`src/rtl/pattern_loader.sv`:
```
// Sequencer for the serial pattern buffer shift chain: loads host bytes into
// the chain MSB first, or rotates the chain so every byte can be read back
// without disturbing its contents.
module pattern_loader #(
    parameter int unsigned BUF_BYTES = 27,
    parameter int unsigned BYTE_W    = 8
) (
    input  logic              sclk,
    input  logic              rst_n,
    input  logic              cmd_load,
    input  logic              cmd_read,
    input  logic              abort,
    input  logic [BYTE_W-1:0] wr_data,
    input  logic              wr_valid,
    output logic              wr_ready,
    output logic [BYTE_W-1:0] rd_data,
    output logic              rd_valid,
    input  logic              rd_ready,
    output logic              busy,
    output logic              done,
    output logic              ssel,
    output logic              sin,
    input  logic              sout
);

    localparam int unsigned BIT_CNT_W  = (BYTE_W > 1) ? $clog2(BYTE_W) : 1;
    localparam int unsigned BYTE_CNT_W = (BUF_BYTES > 1) ? $clog2(BUF_BYTES) : 1;
    localparam logic [BIT_CNT_W-1:0]  BIT_LAST  = BIT_CNT_W'(BYTE_W - 1);
    localparam logic [BYTE_CNT_W-1:0] BYTE_LAST = BYTE_CNT_W'(BUF_BYTES - 1);

    typedef enum logic [2:0] {
        IDLE,
        LFETCH,
        LSHIFT,
        RSHIFT,
        RHOLD,
        DONE
    } state_t;

    state_t                state;
    state_t                state_nx;
    logic [BIT_CNT_W-1:0]  bit_cnt;
    logic [BYTE_CNT_W-1:0] byte_cnt;
    logic [BYTE_W-1:0]     sreg;
    logic [BYTE_W-1:0]     cap;
    logic                  last_bit;
    logic                  last_byte;
    logic                  shift_on;

    assign last_bit  = (bit_cnt == BIT_LAST);
    assign last_byte = (byte_cnt == BYTE_LAST);
    assign rd_data   = cap;

    // State register
    always_ff @(posedge sclk) begin
        if (!rst_n) begin
            state <= IDLE;
        end else begin
            state <= state_nx;
        end
    end

    // Next-state and output decode
    always_comb begin
        state_nx = state;
        wr_ready = 1'b0;
        rd_valid = 1'b0;
        done     = 1'b0;
        shift_on = 1'b0;
        sin      = 1'b0;
        busy     = (state != IDLE);

        case (state)
            IDLE: begin
                if (cmd_load) begin
                    state_nx = LFETCH;
                end else if (cmd_read) begin
                    state_nx = RSHIFT;
                end
            end
            LFETCH: begin
                wr_ready = 1'b1;
                if (wr_valid) begin
                    state_nx = LSHIFT;
                end
            end
            LSHIFT: begin
                shift_on = 1'b1;
                sin      = sreg[BYTE_W-1];
                if (last_bit) begin
                    state_nx = last_byte ? DONE : LFETCH;
                end
            end
            RSHIFT: begin
                shift_on = 1'b1;
                sin      = sout;
                if (last_bit) begin
                    state_nx = RHOLD;
                end
            end
            RHOLD: begin
                rd_valid = 1'b1;
                if (rd_ready) begin
                    state_nx = last_byte ? DONE : RSHIFT;
                end
            end
            DONE: begin
                done     = 1'b1;
                state_nx = IDLE;
            end
            default: begin
                state_nx = IDLE;
            end
        endcase

        if (abort && (state != IDLE)) begin
            state_nx = IDLE;
        end

        // Reset gates the shift so a reset edge never moves the buffer
        ssel = shift_on & rst_n;
        sin  = sin & rst_n;
    end

    // Bit/byte counters and the load/capture shift registers
    always_ff @(posedge sclk) begin
        if (!rst_n) begin
            bit_cnt  <= '0;
            byte_cnt <= '0;
            sreg     <= '0;
            cap      <= '0;
        end else begin
            case (state)
                IDLE: begin
                    bit_cnt  <= '0;
                    byte_cnt <= '0;
                end
                LFETCH: begin
                    bit_cnt <= '0;
                    if (wr_valid) begin
                        sreg <= wr_data;
                    end
                end
                LSHIFT: begin
                    sreg    <= {sreg[BYTE_W-2:0], 1'b0};
                    bit_cnt <= last_bit ? '0 : bit_cnt + BIT_CNT_W'(1);
                    if (last_bit && !last_byte) begin
                        byte_cnt <= byte_cnt + BYTE_CNT_W'(1);
                    end
                end
                RSHIFT: begin
                    cap     <= {cap[BYTE_W-2:0], sout};
                    bit_cnt <= last_bit ? '0 : bit_cnt + BIT_CNT_W'(1);
                end
                RHOLD: begin
                    bit_cnt <= '0;
                    if (rd_ready && !last_byte) begin
                        byte_cnt <= byte_cnt + BYTE_CNT_W'(1);
                    end
                end
                default: begin
                    bit_cnt <= '0;
                end
            endcase
        end
    end

endmodule
```
`config.mk`:
```
export PLATFORM = sky130hd
export DESIGN_NAME = pattern_loader
export DESIGN_NICKNAME = d
export VERILOG_FILES = /design/src/rtl/pattern_loader.sv
export SDC_FILE = /design/constraint.sdc
export NUM_CORES = 1
export LEC_CHECK = 0
export CELL_PAD_IN_SITES_DETAIL_PLACEMENT = 1
export CELL_PAD_IN_SITES_GLOBAL_PLACEMENT = 2
export CORE_AREA = 4 4 74 76
export CTS_CLUSTER_SIZE = 25
export DETAILED_ROUTE_END_ITERATION = 8
export DIE_AREA = 0 0 78 80
export HOLD_SLACK_MARGIN = 0.12
export PLACE_DENSITY_LB_ADDON = 0.1
export SLEW_MARGIN = 20
export SYNTH_ARGS = -nofsm -noshare
export SYNTH_HDL_FRONTEND = slang
export SYNTH_SLANG_ARGS = --single-unit
```
`constraint.sdc`:
```
create_clock -name sclk -period 2.1 [get_ports sclk]
set_input_delay 0.315 -clock sclk [delete_from_list [all_inputs] [get_ports sclk]]
set_output_delay 0.315 -clock sclk [all_outputs]
set_load 0.1 [all_outputs]
```
## After elaboration in Yosys (flattened, before gate mapping)

Index checks and enable logic that the tools add are counted.

| storage, ports and cells | value |
|---|---|
| flip-flop bits (word level) | 27 |
| bits of input ports | 16 |
| output and inout port bits | 14 |
| word-level logic and storage cells | 58 |

| operators by class | value |
|---|---|
| add/subtract/negate cells | 2 |
| equality and inequality tests | 14 |
| mux-type cells | 19 |
| bitwise operators | 4 |
| reduce and logical (&&, ||, !) cells | 14 |

Operator list:

| operator | count |
|---|---|
| $mux W3 | 8 |
| $pmux W8 S2 | 1 |
| $pmux W3 S5 | 1 |
| $pmux W5 S3 | 1 |
| $ne A2 B2 Y1 const B | 6 |
| $mux W5 | 2 |
| $eq A3 B3 Y1 const B | 3 |
| $mux W8 | 1 |
| $eq A3 B2 Y1 const B | 2 |
| $reduce_bool A3 Y1 | 2 |
| $add A5 B1 Y5 const B | 1 |
| $eq A5 B5 Y1 const B | 1 |
| $reduce_and A5 Y1 | 1 |
| $mux W1 | 4 |
| $reduce_or A2 Y1 | 2 |
| $add A3 B1 Y3 const B | 1 |
| $eq A3 B1 Y1 const B | 1 |
| $logic_and A1 B1 Y1 | 3 |
| $logic_not A3 Y1 | 1 |
| $ne A3 B3 Y1 const B | 1 |
| $reduce_and A3 Y1 | 1 |
| $reduce_or A3 Y1 | 1 |
| $and A1 B1 Y1 | 2 |
| $not A1 Y1 | 2 |
| other kinds (4) | 4 |

## Logic depth before layout (Yosys ltp)

Gate-level depths: netlist (run 1).

| logic depth | value |
|---|---|
| word-level depth | 5 |
| depth in mapped cells | 6 |

## Worst setup path before layout (run 1)

OpenSTA, ideal clock, no wires.

| path | value |
|---|---|
| path kind | flip-flop to output port |
| start | register state[1] |
| end | output port wr_ready |
| arrival | 2.671 ns |
| path slack | -0.886 ns |
| cell stages (with the launch flop) | 4 |
| path through | dfxtp_1 -> clkbuf_2 -> buf_2 -> nor3_1 |

| on the way | value |
|---|---|
| word-level cells in the longest chain between the ends | 2 |

Ends and longest elaborated chain:

| what | RTL line | RTL |
|---|---|---|
| start, declared | 40 | `state_t state;` |
| start signal, assigned | 59 | `state <= state_nx;` |
| $eq A3 B1 Y1 | 73 | `case (state)` |
| $mux W1 | 73 |  |
| end, declared | 15 | `output logic wr_ready,` |

Every way passes these cells.

## Final worst setup path (run 1)

| path | value |
|---|---|
| start | register state[1] |
| end | output port sin |

| on the way | value |
|---|---|
| word-level cells in the longest chain between the ends | 3 |
| elaborated cells between the ends (all ways) | 4 |

Ends and longest elaborated chain:

| what | RTL line | RTL |
|---|---|---|
| $eq A3 B2 Y1 | 73 |  |
| $pmux W1 S2 (*) | 73 |  |
| $and A1 B1 Y1 (*) | 122 | `sin = sin & rst_n;` |
| end, declared | 22 | `output logic sin,` |

Mark *: on every way between the ends. The rest lies on a longest branch, timed or not.

==> flow_summary_export.csv, run 1 <==
group,metric,value,unit
status,status,"complete, no violations",
power_and_ir_drop,cell_internal_pwr,0.0008397,W
hold_path,hold_start,"bit_cnt[0]$_SDFF_PP0_",
yosys,yosysTopAreaCell,"dfxtp_1",
placement,placed_cell_area,1789,µm²
power_and_ir_drop,seqPwrFrac,0.454,
worst_setup_path,path_max_fanout,8,
clocking,postCtsSetupBuffers,0,
detailed_routing,wl_per_cell,13.75,µm
sta,rsz0062_at_grt,"false",
yosys,ys_seq_area_frac,0.3942,
die,dieArea,6240,µm²
yosys,yosysWarnings,0,
sta,max_clock_freq,526.0,MHz
worst_setup_path,setup.worst_path.end_class,"output pin",
clocking,insertion_delay,0.27,ns
power_and_ir_drop,leakagePower,0.6835,nW
grt,grt_pass1_wl,6.265,mm
worst_setup_path,r2r_start,"bit_cnt[0]$_SDFF_PP0_",
yosys,yosysTopAreaCellShare,0.3942,
final_layout,fin_cells,257,
final_layout,drive_gt1_frac,0.1684,
hold_path,worstHoldEndpoint,"bit_cnt[0]$_SDFF_PP0_",
clocking,clk_path_buf_depth,2,
detailed_routing,firstDrtPassIters,4,
clocking,path_clk_slew,0.10,ns
hold_path,hold_path_class,"flop to flop",
worst_setup_path,r2r_cells,6,
grt,grt.overflow.total,0,
yosys,synth.avg_cell_area,8.465,µm²
yosys,synth_top_family_by_area,"simple AND/OR/NAND/NOR gates",
final_layout,stdcell_area,1836,µm²
yosys,synth_area_leaders,"dfxtp_1 39%, mux2i_1 7.3%, a21oi_1 4.7%",
grt,track_usage,0.1223,
placement,portBuffers,29,
yosys,ys_ff_latch,27,
sta,tightest_slew,0.4838,ns
power_and_ir_drop,power_frac_comb,0.307,
worst_setup_path,crit_required,1.78,ns
grt,grt_pass1_vias,1327,
yosys,yosys.cell_types.count,36,
yosys,synthMuxAreaShare,0.07299,
grt,grt_max_degree,19,
yosys,synth-xor-area-share,0.01277,
sta,setup_violations,0,
worst_setup_path,r2r_setup_slack,0.23,ns
detailed_routing,via_per_inst,4.918,
sta,slew_violations,0,
yosys,yosys.area_share.adder,0.03650,
worst_setup_path,worstPathArrival,1.59,ns
sta,tns,0,ns
detailed_routing,ant_nets,0,
detailed_routing,drt-initial-drc-count,52,
power_and_ir_drop,clkPwrFrac,0.240,
yosys,synth_nets,182,
die,ios,30,
yosys,synth_area,1371,µm²
clocking,postCtsResizedCells,0,
clocking,ctsHoldBuffers,0,
final_layout,diodes,0,
placement,hpwl,2.689,mm
worst_setup_path,r2r-end,"byte_cnt[1]$_SDFFE_PN0P_",
yosys,synth_compound_area_frac,0.1916,
worst_setup_path,path_class,"flop to output pin",
grt,grt_antenna_before_repair,0,
sta,setup_ws,0.1990,ns
final_layout,final_common_cell,"dfxtp_1",
clocking,cts_buffers,3,
worst_setup_path,cp-start-kind,"flop",
final_layout,synthToLayoutAreaGrowth,33.85,%
power_and_ir_drop,switchingPower,0.0004352,W
die,std_cell_rows,25,
placement,dp_slack,0.1768,ns
clocking,cts.htree.levels,1,
die,die_w,78,µm
final_layout,mostFrequentLayoutCells,"27 x dfxtp_1, 15 x nand2_1, 15 x clkdlybuf4s50_1",
power_and_ir_drop,ir_worst_vdd,0.0003371,V
die,die-height,80,µm
placement,gp_congestion,0.7132,
detailed_routing,wirelength,3.534,mm
flow_run,max_cap_violations,0,
hold_path,worstHoldPathCells,1,
die,start_util,0.2903,
sta,period_share,0.9053,
power_and_ir_drop,power_density,694.6,nW/µm²
power_and_ir_drop,swShare,0.3414,
placement,place_inst,253,
detailed_routing,drcViolationCount,0,
sta,period_minus_slack,1.901,ns
die,core_area,4723,µm²
yosys,synthSimpleGateAreaFrac,0.2354,
clocking,ctsRootBufferMaster,"clkbuf_8",
sta,fin_skew,0.002274,ns
final_layout,layout.nets,211,
sta,hold_violations,0,
yosys,synth_cells,162,
clocking,cts_tree,"done",
final_layout,post-route-util,0.3886,
sta,maxSlewHeadroom,0.6770,
detailed_routing,num_vias,1264,
clocking,cts.sinks,27,
==> layout make-up <==
cell class | instances | area [µm²]
flip-flops and latches | 27 | 540.5
fillers | 563 | 2888
clock buffers | 3 | 41.29
clock inverters | 1 | 5.005
repair buffers | 34 | 367.9
multi-input cells | 118 | 770.7
inverters | 7 | 26.28
well taps | 67 | 83.83
==> state kept, by name, summed over array words and instances, names as in the netlist <==
| register | count |
|---|---|
| sreg | 8 |
| byte_cnt | 5 |
| bit_cnt | 3 |
| state | 3 |
| rd_data | 8 |
==> critical path, stage by stage (launching register included) <==
cell     delay [ns]
dfxtp_1        0.49
nor2b_1        0.28
nand2_1        0.19
nor2_4         0.17
buf_12         0.18
==> synth_stat cells <==
| library cell | number |
|---|---|
| nor3_1 | 4 |
| nand2_1 | 15 |
| mux2i_1 | 10 |
| o32a_1 | 1 |
| nand2b_1 | 2 |
| a41oi_1 | 2 |
| clkbuf_1 | 3 |
| a211oi_1 | 7 |
| or4_1 | 1 |
| o21bai_4 | 1 |
| a22oi_1 | 2 |
| buf_2 | 4 |
| and4b_4 | 1 |
| nand3b_1 | 4 |
| o211ai_1 | 1 |
| inv_1 | 6 |
| ha_1 | 4 |
| and2_1 | 3 |
| dfxtp_1 | 27 |
| nor2_1 | 15 |
| a21oi_1 | 13 |
| buf_1 | 1 |
| and3_1 | 1 |
| inv_2 | 1 |
| a2111oi_0 | 1 |
| xor2_1 | 2 |
| a2111oi_2 | 1 |
| buf_6 | 1 |
| o21ai_0 | 5 |
| or3_4 | 1 |
| a31oi_1 | 3 |
| nor2b_1 | 3 |
| or3_1 | 1 |
| nand3_1 | 13 |
| clkbuf_2 | 1 |
| o311ai_1 | 1 |
==> how the worst max path moves through the flow <==
stage                                     start  slack, ns                  endpoint  cells past startpoint
after floorplan           state[1]$_SDFFE_PP0P_      -0.05                  wr_ready                      3
after global placement                 rd_ready       0.19  byte_cnt[2]$_SDFFE_PN0P_                      5
after detailed placement               rd_ready       0.18  byte_cnt[2]$_SDFFE_PN0P_                      5
after CTS                 state[1]$_SDFFE_PP0P_       0.16                       sin                      4
after global routing      state[1]$_SDFFE_PP0P_       0.01                       sin                      4
final                     state[1]$_SDFFE_PP0P_       0.20                       sin                      4
==> layer usage <==
| layer | GRT usage | vias to the layer above | wire (µm) |
|---|---|---|---|
| met5 | 0 | - | 0 |
| met4 | 0.03147 | 0 | 19 |
| met3 | 0.02370 | 2 | 138 |
| met2 | 0.2166 | 21 | 1702 |
| met1 | 0.1513 | 608 | 1674 |
| li1 | - | 633 | - |
==> kinds of logic (layout without fill, tap and decap cells) <==
family                   Yosys count  count (layout)
AO/OA/AOI/OAI                     38              38
buffers and inverters             17              45
adder cells (fa/ha/maj)            4               4
multiplexers                      10              10
AND/OR/NAND/NOR                   64              64
flip-flops                        27              27
XOR/XNOR                           2               2
==> power groups by stage <==
stage          clock, W  combinational [W]  sequential [W]
3_3_place_gp          0           0.000389        0.000589
3_5_place_dp          0           0.000395        0.000592
2_1_floorplan         0           0.000273        0.000580
4_1_cts        0.000323           0.000396        0.000580
5_1_grt        0.000338           0.000428        0.000588
6_report       0.000305           0.000391        0.000579
==> per-stage QoR <==
stage / hold WS [ns] / power, W
6_report: 0.4518 / 0.001275
5_1_grt: 0.4975 / 0.001354
4_1_cts: 0.4589 / 0.001300
3_5_place_dp: 0.4437 / 0.0009868
3_3_place_gp: 0.4337 / 0.0009784
2_1_floorplan: 0.4084 / 0.0008525
Power figures use the tool's default switching activity.
==> run 2, diff against run 1 <==
Settings changed: ABC_AREA set to 1, CORE_AREA 4 4 74 76 to 4 4 77 79, DIE_AREA 0 0 78 80 to 0 0 81 83, RECOVER_POWER set to 25, SLEW_MARGIN 20 to 0.
==> run 2 against run 1 <==
Against the previous run:
- synthesized cell count increased by 21%
- sequential cell count did not move
- cell count rose by 16%
- critical path depth is 2 higher
- sequential share of layout area up 0.21 points
- largest power group is now combinational logic
- highest routed layer unchanged
==> flow_summary_export.csv, run 2 <==
group,metric,value,unit
status,status,"complete, no violations",
detailed_routing,via_per_inst,4.581,
detailed_routing,wl_per_cell,12.56,µm
yosys,synth_commonest_cells,"46 x nand2_1, 35 x nor2_1, 27 x dfxtp_1",
sta,period_share,0.9188,
detailed_routing,drcViolationCount,0,
clocking,cts.sinks,27,
power_and_ir_drop,leakagePower,0.8403,nW
detailed_routing,drt-initial-drc-count,45,
worst_setup_path,path_class,"flop to output pin",
power_and_ir_drop,switchingPower,0.001350,W
yosys,yosysTopAreaCell,"dfxtp_1",
worst_setup_path,worstPathArrival,1.61,ns
clocking,path_clk_slew,0.10,ns
worst_setup_path,cp-start-kind,"flop",
clocking,clk_path_buf_depth,2,
worst_setup_path,crit_top_cell,"nand2_1",
worst_setup_path,endpoint,"sin",
clocking,insertion_delay,0.28,ns
grt,grt_max_degree,18,
die,start_util,0.2618,
yosys,synth.avg_cell_area,7.131,µm²
clocking,ctsHoldBuffers,0,
worst_setup_path,startpoint,"state[2]$_SDFFE_PP0P_",
yosys,ys_ff_latch,27,
die,ios,30,
worst_setup_path,setup.worst_path.end_class,"output pin",
worst_setup_path,r2r_start,"state[0]$_SDFFE_PP0P_",
power_and_ir_drop,cell_internal_pwr,0.001247,W
worst_setup_path,crit_chain,"inv_4 -> nand2_1 -> nor2_4 -> nand2_1 -> a21oi_2 -> buf_12",
worst_setup_path,max_stage_delay,0.39,ns
yosys,yosys.cell_types.count,23,
yosys,ys_seq_area_frac,0.3868,
worst_setup_path,slowest_stage,"dfxtp_1",
sta,maxSlewHeadroom,0.6394,
grt,grt_pass1_wl,6.596,mm
power_and_ir_drop,seqPwrFrac,0.304,
flow_run,max_cap_violations,0,
yosys,synth.most_common_cell,"nand2_1",
power_and_ir_drop,swShare,0.5199,
die,std_cell_rows,27,
die,core_area,5338,µm²
yosys,synth_nets,216,
worst_setup_path,crit_family,"simple AND/OR/NAND/NOR gates",
clocking,cts_buffers,3,
worst_setup_path,crit_required,1.78,ns
hold_path,hold_path_class,"flop to flop",
hold_path,worstHoldPathCells,1,
detailed_routing,wirelength,3.742,mm
sta,hold_violations,0,
sta,tightest_slew,0.5390,ns
worst_setup_path,r2r_setup_slack,0.37,ns
sta,max_clock_freq,518.3,MHz
yosys,synth_cells,196,
worst_setup_path,cp.depth,6,
clocking,cts.htree.levels,1,
yosys,synth_area,1398,µm²
final_layout,synthToLayoutAreaGrowth,30.71,%
sta,period_minus_slack,1.929,ns
final_layout,final_common_cell,"nand2_1",
die,dieArea,6723,µm²
detailed_routing,firstDrtPassIters,4,
placement,portBuffers,29,
sta,slew_violations,0,
grt,grt.overflow.total,0,
worst_setup_path,r2r-end,"sreg[6]$_SDFFE_PN0P_",
power_and_ir_drop,power,0.002596,W
clocking,ctsRootBufferMaster,"clkbuf_8",
placement,gp_congestion,0.7125,
worst_setup_path,cp_num_buf_inv,2,
grt,grt_antenna_before_repair,0,
sta,fin_skew,0.002063,ns
final_layout,diodes,0,
final_layout,drive_gt1_frac,0.1593,
worst_setup_path,r2r_cells,7,
sta,rsz0062_at_grt,"false",
yosys,yosysTopAreaCellShare,0.3868,
grt,track_usage,0.1196,
yosys,synth_area_leaders,"dfxtp_1 39%, nand2_1 12%, nor2_1 9.4%",
detailed_routing,ant_nets,0,
final_layout,mostFrequentLayoutCells,"46 x nand2_1, 34 x nor2_1, 26 x dfxtp_1",
sta,tns,0,ns
power_and_ir_drop,clkPwrFrac,0.120,
grt,grt_pass1_vias,1411,
power_and_ir_drop,power_frac_comb,0.576,
yosys,synth_edf_count,0,
yosys,synthFlopType,"dfxtp_1",
sta,setup_violations,0,
detailed_routing,num_vias,1365,
die,die-height,83,µm
yosys,ys_async_sr_fraction,0,
clocking,cts_tree,"done",
die,die_w,81,µm
placement,hpwl,2.962,mm
worst_setup_path,path_max_fanout,8,
final_layout,layout.nets,247,
power_and_ir_drop,ir_worst_vdd,0.0008930,V
power_and_ir_drop,power_density,1421,nW/µm²
yosys,yosysWarnings,0,
-- run 2: cell count changes after synthesis, sizes merged, moves of 4 or more --
cell	previous run	this run
nand2	15	49
nor2	15	39
inv	7	17
mux2i	10	0
o21ai	5	13
a211oi	7	0
o211a	0	5
nand3	13	17
nand4	0	4
nor3	4	0
-- run 2: power by group through the flow --
stage | Sequential (W) | Clock (W) | Combinational (W)
after global placement | 0.000798 | 0 | 0.00150
after detailed placement | 0.000807 | 0 | 0.00153
after CTS | 0.000795 | 0.000329 | 0.00153
after floorplan | 0.000952 | 0 | 0.000981
after global routing | 0.000814 | 0.000349 | 0.00164
final | 0.000790 | 0.000312 | 0.00149
-- run 2: layer usage --
metal,wire (µm),global-route usage
met1,1744,0.1610
met2,1839,0.1957
met3,133,0.02495
met4,25,0.02304
met5,0,0
-- run 2: final cells by class --
| type | instances | area, µm² |
|---|---|---|
| flip-flops and latches | 27 | 541.8 |
| clock inverters | 1 | 7.507 |
| fillers | 708 | 3511 |
| inverters | 17 | 68.82 |
| multi-input cells | 146 | 744.5 |
| clock buffers | 3 | 41.29 |
| repair buffers | 32 | 332.8 |
| well taps | 72 | 90.09 |
-- run 2: what timing repair did --
item,4_1_cts,5_1_grt
gates resized for setup,0,2
setup endpoints to repair,0,1
buffers inserted,0,2
-- run 2: worst register-to-register path: stages, from the launching register on --
cell	delay (ns)
dfxtp_1	0.47
nand2_1	0.13
nor2_1	0.44
nand2_2	0.13
nand2_4	0.16
inv_1	0.10
o21ai_0	0.15
a21oi_1	0.05
-- run 2: kinds of logic (layout without fill, tap and decap cells) --
| logic type | after synthesis | in the layout | synth area share |
|---|---|---|---|
| AOI/OAI and AO/OA | 30 | 30 | 0.1253 |
| buffers and inverters | 23 | 53 | 0.08147 |
| and+or+nand+nor | 111 | 111 | 0.3644 |
| DFF | 27 | 27 | 0.3868 |
| adders and majority gates | 4 | 4 | 0.03581 |
| xor gates and xnor gates | 1 | 1 | 0.006268 |
-- run 2: worst min path at each step --
stage	startpoint	to	slack, ns
final	bit_cnt[0]$_SDFF_PP0_	bit_cnt[0]$_SDFF_PP0_	0.43
after global routing	bit_cnt[0]$_SDFF_PP0_	bit_cnt[0]$_SDFF_PP0_	0.45
after CTS	bit_cnt[0]$_SDFF_PP0_	bit_cnt[0]$_SDFF_PP0_	0.44
after detailed placement	bit_cnt[0]$_SDFF_PP0_	bit_cnt[0]$_SDFF_PP0_	0.42
after global placement	bit_cnt[0]$_SDFF_PP0_	bit_cnt[0]$_SDFF_PP0_	0.40
after floorplan	bit_cnt[0]$_SDFF_PP0_	bit_cnt[0]$_SDFF_PP0_	0.40
-- run 2: metrics by stage --
step,worst slack (ns),cells,instance area [µm²],hold slack [ns],util
2_1_floorplan,0.06864,196,1406,0.3969,-
3_3_place_gp,0.3761,292,1787,0.4050,0.3347
3_5_place_dp,0.3284,292,1787,0.4209,0.3347
4_1_cts,0.01399,296,1836,0.4371,0.3439
5_1_grt,0.05089,298,1827,0.4501,0.3422
6_report,0.1705,298,1827,0.4343,0.3422
